`src/rtl/cz_flag_unit_pkg.sv`:
```
// Shared opcodes, condition codes and the in-flight flag slot type for the C/Z path.
// Pure declarations: no logic and no latency.
// Backpressure is not applicable here.
package cz_flag_unit_pkg;

    localparam logic [3:0] ALUOP_ADD = 4'b0000;
    localparam logic [3:0] ALUOP_NDU = 4'b0010;

    localparam logic [1:0] COND_NONE = 2'b00;
    localparam logic [1:0] COND_Z    = 2'b01;
    localparam logic [1:0] COND_C    = 2'b10;

    localparam int CZ_C_BIT = 1;
    localparam int CZ_Z_BIT = 0;

    typedef struct packed {
        logic       v;
        logic [1:0] we;
        logic [1:0] cz;
        logic [1:0] prev_cz;
        logic       cond_ok;
    } cz_slot_t;

endpackage

```
`src/rtl/cz_cond_eval.sv`:
```
// Decides whether a conditional ADD/NDU-class instruction executes, given the flags it sees.
// Purely combinational, with zero latency.
// No backpressure.
module cz_cond_eval
    import cz_flag_unit_pkg::*;
(
    input  logic [3:0] aluop,
    input  logic [1:0] irlast,
    input  logic [1:0] cz,
    output logic       cond_ok
);

    always_comb begin
        cond_ok = 1'b1;
        if ((aluop == ALUOP_ADD) || (aluop == ALUOP_NDU)) begin
            cond_ok = (irlast == COND_NONE)
                    | ((irlast == COND_Z) & cz[CZ_Z_BIT])
                    | ((irlast == COND_C) & cz[CZ_C_BIT]);
        end
    end

endmodule

```
`src/rtl/cz_flag_unit.sv`:
```
// Owns the architectural C/Z flags, tracks pending updates in MEM/WB and forwards the youngest to EX.
// EX forwarding has zero latency; commit to cz_arch happens 3 clocks after EX.
// stall holds both slots and blocks commit; flushes are ignored while stalled.
module cz_flag_unit
    import cz_flag_unit_pkg::*;
#(
    parameter logic [1:0] RESET_CZ = 2'b00,
    parameter bit          FWD_EN   = 1'b1
) (
    input  logic       clk,
    input  logic       reset,
    input  logic       stall,
    input  logic       ex_valid,
    input  logic [3:0] ex_aluop,
    input  logic [1:0] ex_irlast,
    input  logic [1:0] ex_cz_we,
    input  logic [1:0] ex_cz_new,
    input  logic       mem_is_load,
    input  logic       mem_load_zero,
    input  logic       flush_ex,
    input  logic       flush_mem,
    output logic [1:0] ex_prev_cz,
    output logic       ex_cond_ok,
    output logic [1:0] wb_prev_cz,
    output logic       wb_cond_ok,
    output logic [1:0] cz_arch
);

    cz_slot_t   mem_q;
    cz_slot_t   wb_q;
    cz_slot_t   mem_eff;
    cz_slot_t   ex_slot;
    logic [1:0] fwd_cz;

    // A load in MEM writes Z from its data; C passes through untouched.
    always_comb begin
        mem_eff = mem_q;
        if (mem_q.v && mem_is_load) begin
            mem_eff.we[CZ_Z_BIT] = 1'b1;
            mem_eff.cz[CZ_Z_BIT] = mem_load_zero;
        end
    end

    always_comb begin
        fwd_cz = cz_arch;
        for (int b = 0; b < 2; b++) begin
            if (wb_q.v && wb_q.we[b]) begin
                fwd_cz[b] = wb_q.cz[b];
            end
            if (mem_eff.v && mem_eff.we[b]) begin
                fwd_cz[b] = mem_eff.cz[b];
            end
        end
    end

    assign ex_prev_cz = FWD_EN ? fwd_cz : cz_arch;

    cz_cond_eval u_cond_eval (
        .aluop   (ex_aluop),
        .irlast  (ex_irlast),
        .cz      (ex_prev_cz),
        .cond_ok (ex_cond_ok)
    );

    always_comb begin
        ex_slot         = '0;
        ex_slot.v       = ex_valid & ~flush_ex;
        ex_slot.we      = ex_slot.v ? (ex_cz_we & {2{ex_cond_ok & ex_valid}}) : 2'b00;
        ex_slot.cz      = ex_cz_new;
        ex_slot.prev_cz = ex_prev_cz;
        ex_slot.cond_ok = ex_cond_ok;
    end

    always_ff @(posedge clk) begin
        if (reset) begin
            cz_arch <= RESET_CZ;
            mem_q   <= '0;
            wb_q    <= '0;
        end else if (!stall) begin
            mem_q   <= ex_slot;
            wb_q    <= mem_eff;
            wb_q.v  <= mem_q.v & ~flush_mem;
            if (wb_q.v) begin
                cz_arch <= (cz_arch & ~wb_q.we) | (wb_q.cz & wb_q.we);
            end
        end
    end

    assign wb_prev_cz = wb_q.v ? wb_q.prev_cz : 2'b00;
    assign wb_cond_ok = wb_q.v & wb_q.cond_ok;

endmodule

```
`config.mk`:
```
export PLATFORM = sky130hd
export DESIGN_NAME = cz_flag_unit
export DESIGN_NICKNAME = d
export VERILOG_FILES = /design/src/rtl/cz_flag_unit_pkg.sv /design/src/rtl/cz_cond_eval.sv /design/src/rtl/cz_flag_unit.sv
export SDC_FILE = /design/constraint.sdc
export NUM_CORES = 1
export LEC_CHECK = 0
export CELL_PAD_IN_SITES_DETAIL_PLACEMENT = 1
export CELL_PAD_IN_SITES_GLOBAL_PLACEMENT = 1
export CORE_ASPECT_RATIO = 0.9
export CORE_UTILIZATION = 36
export DETAILED_ROUTE_END_ITERATION = 10
export GPL_TIMING_DRIVEN = 0
export MAX_ROUTING_LAYER = met4
export PLACE_DENSITY_LB_ADDON = 0.05
export SLEW_MARGIN = 20
export SYNTH_ARGS = -nofsm -noshare
export SYNTH_HDL_FRONTEND = slang
export SYNTH_SLANG_ARGS = --single-unit
```
`constraint.sdc`:
```
create_clock -name clk -period 2.6 [get_ports clk]
set_input_delay 0.52 -clock clk [delete_from_list [all_inputs] [get_ports clk]]
set_output_delay 0.52 -clock clk [all_outputs]
set_load 0.05 [all_outputs]
```
==> run metrics, run 1 <==
status=finished clean; Max rail drop VDD=0.000354 V; CP peak stage delay=0.50 ns; drt via density=5.29; worst slew pin tran=0.506 ns; Worst path slowest cell=clkdlybuf4s50_1; Synth area leader=dfxtp_1; Initial Util=39.6%; largest net degree at the start of global routing=11; # nets final=146; full die area=2690 sq um; Layout area overhead=34.2%; Clock Path Buffers=2; RSZ-0062 raised after global routing=false; DIE HEIGHT=49.3 um; Setup CP Type=in -> out; initial antenna violation count=0; yosys warns=0; CTS tree=done; Final Worst Setup Slack=0.0721 ns; number of synthesized flops with an enable pin=0; sequential area share after synthesis=40.2%; top fanout value on the critical path=5; CTS root buffer=clkbuf_4; pwr dens=451 nW/um^2; Post-synth top flop=dfxtp_1; DR iter-0 viols=9; part of the cycle the worst path needs=97.2%; number of antenna repair diodes=0; Post-Syn Instances=100; CP Cell Sequence=clkdlybuf4s50_1 > a21bo_2 > a211oi_2 > nor4_4 > inv_1 > buf_2; ANT nets after route=0; endpoints failing setup=0; vias in the first global route=820; Post-synth ARST share=0%; MaxCap Viol Count=0; placed insts=149; CTS Sinks=18; final slew viol count=0; first-pass GRT wire length=3790 um; Clk pin slew, worst setup/hold paths=0.11 ns; HPWL after detailed placement=1670 um; wire per inst=14.8 um; Overall Power=543 uW; Leak=0.481 nW; multi-input combinational cell area=492 sq um; WL final=2270 um; commonest cells in the netlist=dfxtp_1 (18), nor2_1 (18), mux2i_1 (10); Critical Path Start Type=input pin; FF/Latch Area=360 sq um; final setup TNS=0 ns; GP Congestion=0.808; top-area cell type share of the netlist area=40.2%; Via Count=814; total CTS buffers=3; # fillers=281; FF+latch count, synth=18; Post-Place Worst Slack=-0.595 ns; Fmax=0.396 GHz; Core Util, Final=53.2%; WP data required=2.08 ns; Hold Fails Final Rpt=0; distinct cell type count after synthesis=32; I/O pins=26; CORE AREA=2260 sq um; share of cells above drive strength 1=18.9%; time the worst path needs with I/O delays and setup=2.53 ns; top cells by area, synth=dfxtp_1 (40%), mux2i_1 (11%), nor2_1 (7.5%); Worst Hold Class=reg -> reg; htree depth=1; Worst-Skew Late Latency=0.30 ns; GRT Overall Usage=20.1%; Setup crit end kind=output port; grt ovf=0; Worst EP arrival=2.01 ns; post-synthesis average cell area=8.96 sq um; FP Rows=16; PortBufs=22; DRC=0; post-route insts no fill=154; synthesized net count=118; first-pass iteration count of the detailed router=3; Setup Skew=0.00232 ns; Worst slew margin=66.2%; Die W=54.6 um; Post-Syn Area=896 sq um
==> layer usage <==
metal / part of all wire, % / global-route usage [%]
met1: 45 / 22.9
met2: 49 / 32.3
met3: 4.9 / 7.79
met4: 1.1 / 4.27
met5: 0 / -
==> per-stage QoR <==
| step | hold WS [ns] | area (sq um) |
|---|---|---|
| 2_1_floorplan | 0.449 | 896 |
| 3_3_place_gp | 0.467 | 1150 |
| 3_5_place_dp | 0.481 | 1150 |
| 4_1_cts | 0.497 | 1190 |
| 5_1_grt | 0.527 | 1200 |
| 6_report | 0.510 | 1200 |
==> logic make-up after synthesis <==
group | share of synthesized area (%)
buf+inv | 6.84
simple gates | 24.9
flops | 40.2
mux | 11.2
compound gates | 16.9
==> path summary, 6_finish.rpt <==
check / from / end / slack (ns) / depth (start not counted)
worst max-delay path: mem_is_load / ex_cond_ok / 0.07 / 6
worst min-delay path: wb_q[2]$_SDFFE_PP0N_ / wb_q[2]$_SDFFE_PP0N_ / 0.51 / 2
worst max register to register: wb_q[7]$_SDFFE_PP0N_ / mem_eff[0]$_SDFFE_PP0N_ / 1.10 / 6
worst min register to register: wb_q[2]$_SDFFE_PP0N_ / wb_q[2]$_SDFFE_PP0N_ / 0.51 / 2
==> critical path, delay by kind of cell <==
| family | cells | cell delay, ns |
|---|---|---|
| buf+inv | 3 | 0.81 |
| simple gates | 1 | 0.09 |
| compound gates | 2 | 0.59 |
==> power breakdown <==
group | internal, mW | switching (mW)
combinational | 0.0383 | 0.0356
sequential | 0.284 | 0.00614
clock | 0.0854 | 0.0934
total | 0.408 | 0.135
==> cell usage in the layout (no fill, tap or decap) <==
master / netlist / routed
nor2b_1: 1 / 1
a21bo_2: 1 / 1
or3_1: 1 / 1
inv_1: 1 / 1
a311oi_1: 1 / 1
and3b_2: 1 / 1
a211oi_1: 2 / 1
buf_4: 2 / 4
inv_2: 1 / 1
clkdlybuf4s50_1: 0 / 19
nand2_1: 7 / 7
nor4_4: 0 / 1
a211oi_2: 2 / 3
nor3b_1: 1 / 1
buf_2: 1 / 2
o21a_2: 1 / 1
buf_6: 2 / 2
nand3_1: 5 / 5
dfxtp_1: 18 / 18
nor2_1: 18 / 18
and2_1: 5 / 5
a21oi_1: 2 / 2
mux2i_1: 10 / 10
clkbuf_1: 3 / 3
a31oi_1: 2 / 2
dlygate4sd2_1: 0 / 1
clkbuf_8: 0 / 1
clkbuf_4: 0 / 3
o21ai_2: 0 / 1
a21bo_1: 2 / 2
a21boi_2: 1 / 1
nand2b_1: 1 / 1
nor3_1: 2 / 2
a311oi_2: 1 / 1
and4b_4: 1 / 1
o21ai_1: 2 / 2
==> repair_timing <==
action	in CTS	in global routing
setup endpoints to repair	3	1
pin swaps	1	0
setup buffers	1	0
gates resized for setup	8	6
hold buffers	0	0
==> layout make-up <==
type                       count  area share, %
clock buffer                   4           3.02
sequential                    18           30.0
tap                           27           2.81
inverter                       2          0.624
buffer                         8           4.47
timing repair buffer          23           18.2
multi-input combinational     72           40.9
No activity file was read; power rests on OpenSTA's default activity.
==> run 2: changes to the inputs <==
CTS_CLUSTER_SIZE = 16   (was not set)
==> results of run 2 <==
The final DEF is identical to that of run 1; final timing and power are the same.
